`config.mk`:
```
export PLATFORM = sky130hd
export DESIGN_NAME = apb_slave_fsm
export DESIGN_NICKNAME = d
export VERILOG_FILES = /design/src/rtl/apb_slave_fsm.sv
export SDC_FILE = /design/constraint.sdc
export NUM_CORES = 1
export LEC_CHECK = 0
export CAP_MARGIN = 20
export CORE_ASPECT_RATIO = 1.2
export CORE_MARGIN = 2
export CORE_UTILIZATION = 35
export CTS_CLUSTER_SIZE = 25
export DETAILED_ROUTE_END_ITERATION = 8
export PLACE_DENSITY = 0.75
export SYNTH_ARGS = -nofsm -noshare
export SYNTH_HDL_FRONTEND = slang
export SYNTH_SLANG_ARGS = --single-unit
```
`constraint.sdc`:
```
create_clock -name clk_i -period 2.5 [get_ports clk_i]
set_input_delay 0.5 -clock clk_i [delete_from_list [all_inputs] [get_ports clk_i]]
set_output_delay 0.5 -clock clk_i [all_outputs]
set_load 0.01 [all_outputs]
```
`src/rtl/apb_slave_fsm.sv`:
```
`default_nettype none
`timescale 1ns/1ps
// ----------------------------------------------------------------------------
// apb_slave_fsm : APB3 slave front end - capture, wait states, strobe, respond
// Rev 1.0
// ----------------------------------------------------------------------------
module apb_slave_fsm #(
   parameter int DATA_WIDTH  = 32,
   parameter int ADDR_WIDTH  = 3,
   parameter int WAIT_CYCLES = 1
) (
   input  logic                    clk_i,
   input  logic                    rst_i,
   input  logic                    psel_i,
   input  logic                    penable_i,
   input  logic                    pwrite_i,
   input  logic [ADDR_WIDTH-1:0]   paddr_i,
   input  logic [DATA_WIDTH-1:0]   pwdata_i,
   input  logic [DATA_WIDTH/8-1:0] pstrb_i,
   output logic                    pready_o,
   output logic [DATA_WIDTH-1:0]   prdata_o,
   output logic                    pslverr_o,
   output logic [ADDR_WIDTH-1:0]   reg_addr_o,
   output logic [DATA_WIDTH-1:0]   reg_wdata_o,
   output logic [DATA_WIDTH/8-1:0] reg_wstrb_o,
   output logic                    reg_wr_o,
   output logic                    reg_rd_o,
   input  logic [DATA_WIDTH-1:0]   reg_rdata_i,
   input  logic                    reg_err_i,
   output logic                    busy_o,
   output logic                    proto_err_o
);

   localparam int CNT_WIDTH = (WAIT_CYCLES > 0) ? $clog2(WAIT_CYCLES + 1) : 1;

   typedef enum logic [1:0] {
      ST_IDLE   = 2'd0,
      ST_WAIT   = 2'd1,
      ST_STROBE = 2'd2,
      ST_RESP   = 2'd3
   } state_t;

   state_t                    state;
   logic [CNT_WIDTH-1:0]      cnt;
   logic                      wr_q;
   logic [ADDR_WIDTH-1:0]     addr_q;
   logic [DATA_WIDTH-1:0]     wdata_q;
   logic [DATA_WIDTH/8-1:0]   strb_q;
   logic                      wr_stb_q;
   logic                      rd_stb_q;
   logic                      pready_q;
   logic [DATA_WIDTH-1:0]     prdata_q;
   logic                      err_q;
   logic                      proto_err_q;
   logic                      access_ok;

   assign access_ok = psel_i & penable_i;

   // Outputs are registered alongside the state so each is valid exactly in its Moore state.
   always_ff @(posedge clk_i) begin
      if (rst_i) begin
         state       <= ST_IDLE;
         cnt         <= '0;
         wr_q        <= 1'b0;
         addr_q      <= '0;
         wdata_q     <= '0;
         strb_q      <= '0;
         wr_stb_q    <= 1'b0;
         rd_stb_q    <= 1'b0;
         pready_q    <= 1'b0;
         prdata_q    <= '0;
         err_q       <= 1'b0;
         proto_err_q <= 1'b0;
      end else begin
         wr_stb_q    <= 1'b0;
         rd_stb_q    <= 1'b0;
         pready_q    <= 1'b0;
         prdata_q    <= '0;
         err_q       <= 1'b0;
         proto_err_q <= 1'b0;
         case (state)
            ST_IDLE: begin
               if (psel_i && !penable_i) begin
                  addr_q  <= paddr_i;
                  wdata_q <= pwdata_i;
                  strb_q  <= pstrb_i;
                  wr_q    <= pwrite_i;
                  cnt     <= CNT_WIDTH'(WAIT_CYCLES);
                  state   <= ST_WAIT;
               end else if (psel_i && penable_i) begin
                  proto_err_q <= 1'b1;
               end
            end
            ST_WAIT: begin
               if (!access_ok) begin
                  proto_err_q <= 1'b1;
                  state       <= ST_IDLE;
               end else if (cnt == '0) begin
                  wr_stb_q <= wr_q;
                  rd_stb_q <= !wr_q;
                  state    <= ST_STROBE;
               end else begin
                  cnt <= cnt - 1'b1;
               end
            end
            ST_STROBE: begin
               // The strobe for this cycle has already been issued; an abort only drops the response.
               if (!access_ok) begin
                  proto_err_q <= 1'b1;
                  state       <= ST_IDLE;
               end else begin
                  pready_q <= 1'b1;
                  prdata_q <= wr_q ? '0 : reg_rdata_i;
                  err_q    <= reg_err_i;
                  state    <= ST_RESP;
               end
            end
            ST_RESP: begin
               state <= ST_IDLE;
            end
            default: begin
               state <= ST_IDLE;
            end
         endcase
      end
   end

   assign pready_o    = pready_q;
   assign prdata_o    = prdata_q;
   assign pslverr_o   = err_q;
   assign reg_addr_o  = addr_q;
   assign reg_wdata_o = wdata_q;
   assign reg_wstrb_o = strb_q;
   assign reg_wr_o    = wr_stb_q & ~rst_i;
   assign reg_rd_o    = rd_stb_q & ~rst_i;
   assign busy_o      = (state != ST_IDLE);
   assign proto_err_o = proto_err_q;

endmodule
`default_nettype wire

```
==> results of run 1 <==
## flip-flops by register name (all words and copies together), names as in the netlist
name,cells
cnt,1
prdata_o,32
pready_o,1
proto_err_o,1
pslverr_o,1
rd_stb_q,1
reg_addr_o,3
reg_wdata_o,32
reg_wstrb_o,4
state,2
wr_q,1
wr_stb_q,1
## cells by family (layout without fill, tap and decap cells)
group | count (synthesis) | after routing | synth area share
AND/OR/NAND/NOR | 131 | 131 | 0.247
flip-flops | 80 | 80 | 0.592
AO/OA/AOI/OAI | 47 | 47 | 0.0934
buffers and inverters | 21 | 179 | 0.0324
adder cells (fa/ha/maj) | 6 | 6 | 0.0278
multiplexers | 2 | 2 | 0.00786
## power breakdown
group	leakage, nW	total, mW	internal (mW)	switching (mW)
Combinational	0.957	0.357	0.217	0.141
Clock	0.134	1.24	0.768	0.469
Sequential	0.649	1.33	1.31	0.0208
Total	1.74	2.93	2.30	0.631
## path summary, 6_finish.rpt
check | endpoint | slack, ps | from | depth (start not counted)
hold / removal | reg_wdata_o[29] | 460 | reg_wdata_o[29] | 2
setup reg to reg | cnt | 780 | state[0] | 5
setup / recovery | busy_o | 270 | state[0] | 4
hold reg to reg | reg_wdata_o[29] | 460 | reg_wdata_o[29] | 2
## layout by cell type (no fill, tap or decap), drive strengths merged, types with 2 or more instances in the layout
cell and n:
buf 7, nor4b 2, bufinv 4, a31o 2, and3b 2, nand2 82
inv 5, nor3b 2, a21oi 42, clkdlybuf4s50 152, and2 33, nor2 3
dfxtp 80, clkbuf 9, ha 6, nor2b 2, clkinv 2
## final cells by class
cell class                      count  area [um2]
Clock inverter                      7         143
Timing Repair Buffer              159        1580
Multi-Input combinational cell    186        1020
Sequential cell                    80        1600
Fill cell                         669        2980
Inverter                            4        15.0
Clock buffer                        9         124
Tap cell                           92         115
## critical path, delay by kind of cell, from the launching register on
kind	cells	cell delay (ps)
buf+inv	3	700
flops	1	390
fa+ha+maj	1	290
## metal layers
| metal | wire length [um] | share of wire | vias up |
|---|---|---|---|
| met3 | 882 | 0.13 | 15 |
| met1 | 2560 | 0.38 | 1040 |
| li1 | - | - | 1220 |
| met5 | 0 | 0 | - |
| met4 | 186 | 0.027 | 0 |
| met2 | 3170 | 0.47 | 115 |
## metrics by stage
| stage | cells | cell area, um2 | util | worst slack (ps) |
|---|---|---|---|---|
| final | 537 | 4600 | 0.607 | 272 |
| after global routing | 537 | 4600 | 0.607 | 109 |
| after CTS | 537 | 4600 | 0.607 | 227 |
| after detailed placement | 521 | 4330 | 0.572 | 419 |
| after global placement | 521 | 4330 | 0.572 | 485 |
| after floorplan | 287 | 2710 | - | 982 |
==> flow_metrics.env, run 1 <==
export IMPL_grt_pass1_vias=2312
export IMPL_ys_ff_latch=80
export IMPL_peakVddDrop_mv=0.439
export IMPL_synth_top_cells_by_count="81 x nand2_1, 80 x dfxtp_1, 42 x a21oi_1"
export IMPL_io_buffers=153
export IMPL_busiest_layer="met2"
export IMPL_slowest_delay_ps=520
export IMPL_synth_top_area_cell="dfxtp_1"
export IMPL_synth_cell_area_um2=2710
export IMPL_cp_cell_sequence="inv_1 > ha_1 > inv_1 > clkdlybuf4s50_1"
export IMPL_wl_per_cell_um=12.7
export IMPL_clock_latency_ps=340
export IMPL_p_per_area_nw_per_um2=637
export IMPL_grt_use_met2=0.263
export IMPL_synth_cell_types=30
export IMPL_dr_pass1_iters=4
export IMPL_finClkSkew_ps=8.87
export IMPL_dieArea_um2=8450
export IMPL_tns_ps=0
export IMPL_grt_overflow_total=0
export IMPL_cts_buffers=9
export IMPL_synth_edff_count=0
export IMPL_crit_arrival_ps=1730
export IMPL_cts_buffer_depth=2
export IMPL_cellLeakagePower_nw=1.74
export IMPL_slew_headroom=0.784
export IMPL_hold_buffers=0
export IMPL_worst_pin_slew_ps=324
export IMPL_grt_pass1_wl_mm=10.4
export IMPL_core_area_um2=7580
export IMPL_htree_levels=3
export IMPL_cts_clk_slew_worst_paths_ps=80
export IMPL_critPathMaxFanout=7
export IMPL_startpoint_type="register"
export IMPL_track_usage=0.158
export IMPL_dp_hpwl_mm=5.01
export IMPL_dieWidth_um=84.3
export IMPL_gr_usage_met1=0.157
export IMPL_drive_gt1_frac=0.110
export IMPL_rows=35
export IMPL_viasPerCell=4.45
export IMPL_setup_viol=0
export IMPL_critPathRequiredTime_ps=2000
export IMPL_hold_viol=0
export IMPL_clock_root_buffer="clkbuf_8"
export IMPL_syn_to_final_growth_pct=70.0
export IMPL_yosys_most_used_dff="dfxtp_1"
export IMPL_ys_seq_area_frac=0.592
export IMPL_cts_resized=0
export IMPL_syn_area_per_cell_um2=9.43
export IMPL_via_count=2390
export IMPL_max_freq_mhz=449
export IMPL_path_class="reg2out"
export IMPL_die_y_um=100
export IMPL_cts_num_sinks=80
export IMPL_cts_setup_buffers=0
export IMPL_cts_tree="done"
export IMPL_fin_crit_ps=2230
export IMPL_synth_nets=370
export IMPL_cp_slowest_cell="clkdlybuf4s50_1"
export IMPL_antenna_found_initial=0
export IMPL_min_path_type="reg2reg"
export IMPL_cpMostUsedCell="inv_1"
export IMPL_postSynth_asyncResetShare=0
export IMPL_nets=523
export IMPL_netlist_instances=287
export IMPL_drc_errors=0
export IMPL_pin_count=154
export IMPL_min_period_over_period=0.891
export IMPL_rsz0062_at_grt="false"
export IMPL_insertedDiodeCount=0
export IMPL_yosysMostFrequentCell="nand2_1"
export IMPL_use_met3=0.0863
export IMPL_drt_iter0_drc=65
export IMPL_grt_max_degree=33
export IMPL_holdWs_ps=456
export IMPL_drv_slew=0
export IMPL_cap_violations=0
export IMPL_critPathCaptureType="output port"
export IMPL_p_total_mw=2.93
export IMPL_synth_area_leaders="dfxtp_1 59%, nand2_1 11%, a21oi_1 7.8%"
export IMPL_ant_nets=0
export IMPL_totalWireLength_mm=6.80
export IMPL_ys_warn_count=0
export IMPL_outcome="finished, final reports clean"
export IMPL_synth_top_area_share=0.592
export IMPL_globalplace_congestion=0.856
export IMPL_start_util=0.357
Note: power is estimated with default switching activity, not from simulation.
==> run 2: changes to the inputs <==
Settings changed: CORE_UTILIZATION 35 to 34, PLACE_DENSITY 0.75 to 0.76.
Clock period 2.5 ns to 1.9 ns, I/O delays scaled along.
==> flow_metrics.env, run 2 (synthesis results as in run 1) <==
export IMPL_syn_to_final_growth_pct=68.8
export IMPL_final_cell_mix="151 x clkdlybuf4s50_1, 81 x nand2_1, 78 x dfxtp_1"
export IMPL_crit_cells=4
export IMPL_critPathMaxFanout=4
export IMPL_core_area_um2=7710
export IMPL_fillers=666
export IMPL_drt_iter0_drc=67
export IMPL_p_total_mw=3.54
export IMPL_pin_count=154
export IMPL_start_util=0.351
export IMPL_cp_cell_sequence="inv_1 > ha_1 > inv_1 > dlygate4sd2_1"
export IMPL_crit_arrival_ps=1360
export IMPL_peakVddDrop_mv=0.479
export IMPL_nets=523
export IMPL_rows=35
export IMPL_setup_viol=0
export IMPL_outcome="finished, final reports clean"
export IMPL_cts_buffer_depth=2
export IMPL_grt_pass1_wl_mm=11.0
export IMPL_tns_ps=0
export IMPL_cts_setup_buffers=0
export IMPL_insertedDiodeCount=0
export IMPL_cellLeakagePower_nw=1.72
export IMPL_track_usage=0.161
export IMPL_grt_overflow_total=0
export IMPL_die_y_um=102
export IMPL_grt_pass1_vias=2427
export IMPL_worst_pin_slew_ps=344
export IMPL_rsz0062_at_grt="false"
export IMPL_totalWireLength_mm=6.95
export IMPL_slew_headroom=0.771
export IMPL_dieArea_um2=8690
export IMPL_drv_slew=0
export IMPL_cpLargestDelayFamily="buffers and inverters"
export IMPL_fin_crit_ps=1740
export IMPL_critPathCaptureType="output port"
export IMPL_startpoint_type="register"
export IMPL_finClkSkew_ps=11.1
export IMPL_cts_clk_slew_worst_paths_ps=90
export IMPL_critical_path_buf_inv_count=3
export IMPL_cts_tree="done"
export IMPL_r2r_cells=6
export IMPL_wl_per_cell_um=12.9
export IMPL_htree_levels=3
export IMPL_cp_slowest_cell="dfxtp_2"
export IMPL_clock_root_buffer="clkbuf_8"
export IMPL_hold_viol=0
export IMPL_cap_violations=0
export IMPL_critPathRequiredTime_ps=1520
export IMPL_dieWidth_um=85.4
export IMPL_min_path_type="reg2reg"
export IMPL_holdWs_ps=457
export IMPL_via_count=2432
export IMPL_dp_hpwl_mm=5.09
export IMPL_path_class="reg2out"
export IMPL_max_freq_mhz=576
export IMPL_min_period_over_period=0.914
export IMPL_grt_max_degree=41
export IMPL_globalplace_congestion=0.758
export IMPL_cts_buffers=9
export IMPL_io_buffers=153
export IMPL_antenna_found_initial=0
export IMPL_ant_nets=0
export IMPL_cts_num_sinks=80
export IMPL_viasPerCell=4.53
export IMPL_holdPathStages=2
export IMPL_drc_errors=0
export IMPL_cpMostUsedCell="inv_1"
export IMPL_dr_pass1_iters=3
export IMPL_p_per_area_nw_per_um2=775
export IMPL_drive_gt1_frac=0.115
export IMPL_final_common_cell="clkdlybuf4s50_1"
export IMPL_clock_latency_ps=340
export IMPL_slowest_delay_ps=370
export IMPL_hold_buffers=0
run 2: power breakdown:
part	switching, mW	leakage, nW	total [mW]	internal [mW]
logic	0.187	0.969	0.475	0.288
clock network	0.674	0.100	1.31	0.634
registers	0.0277	0.650	1.76	1.73
run 2: repair_timing:
item | 4_1_cts | 5_1_grt
endpoints found under the setup margin | 1 | 1
resized for setup | 1 | 2
gates cloned | 0 | 0
run 2: worst min-delay path: stages (launching register included):
cell     delay (ps)
dfxtp_1         320
nand2_1          50
a21oi_1          50
run 2: per-stage QoR:
stage	utilization	instance area (um2)	cells	worst slack [ps]
global route	0.593	4570	537	52.1
global placement	0.565	4360	521	74.7
floorplan	-	2710	287	382
detailed placement	0.565	4360	521	20.8
finish	0.593	4570	537	164
CTS	0.592	4560	537	69.5
run 2: final cells by class:
type | instances | area [um2] | share of cell area
clock buffer | 9 | 124 | 0.0271
clock inverter | 7 | 85.1 | 0.0186
inverter | 4 | 15.0 | 0.00329
multi-input combinational | 186 | 1020 | 0.222
sequential | 80 | 1600 | 0.351
tap | 92 | 115 | 0.0252
timing repair buffer | 159 | 1610 | 0.352
run 2: final timing paths:
| path | from | endpoint | slack [ps] |
|---|---|---|---|
| worst max-delay path | state[0] | busy_o | 160 |
| worst min-delay path | reg_wstrb_o[2] | reg_wstrb_o[2] | 460 |
| worst max register to register | state[0] | state[1] | 210 |
| worst min register to register | reg_wstrb_o[2] | reg_wstrb_o[2] | 460 |
run 2: per-layer routing:
metal  wire length, um  global-route usage  vias to the layer above  part of all wire
li1                  -                   -                     1227                 -
met2              3660               0.288                       91              0.53
met4                49              0.0513                        0            0.0071
met3               666              0.0799                        6             0.096
met5                 0                   0                        -                 0
met1              2570               0.165                     1108              0.37
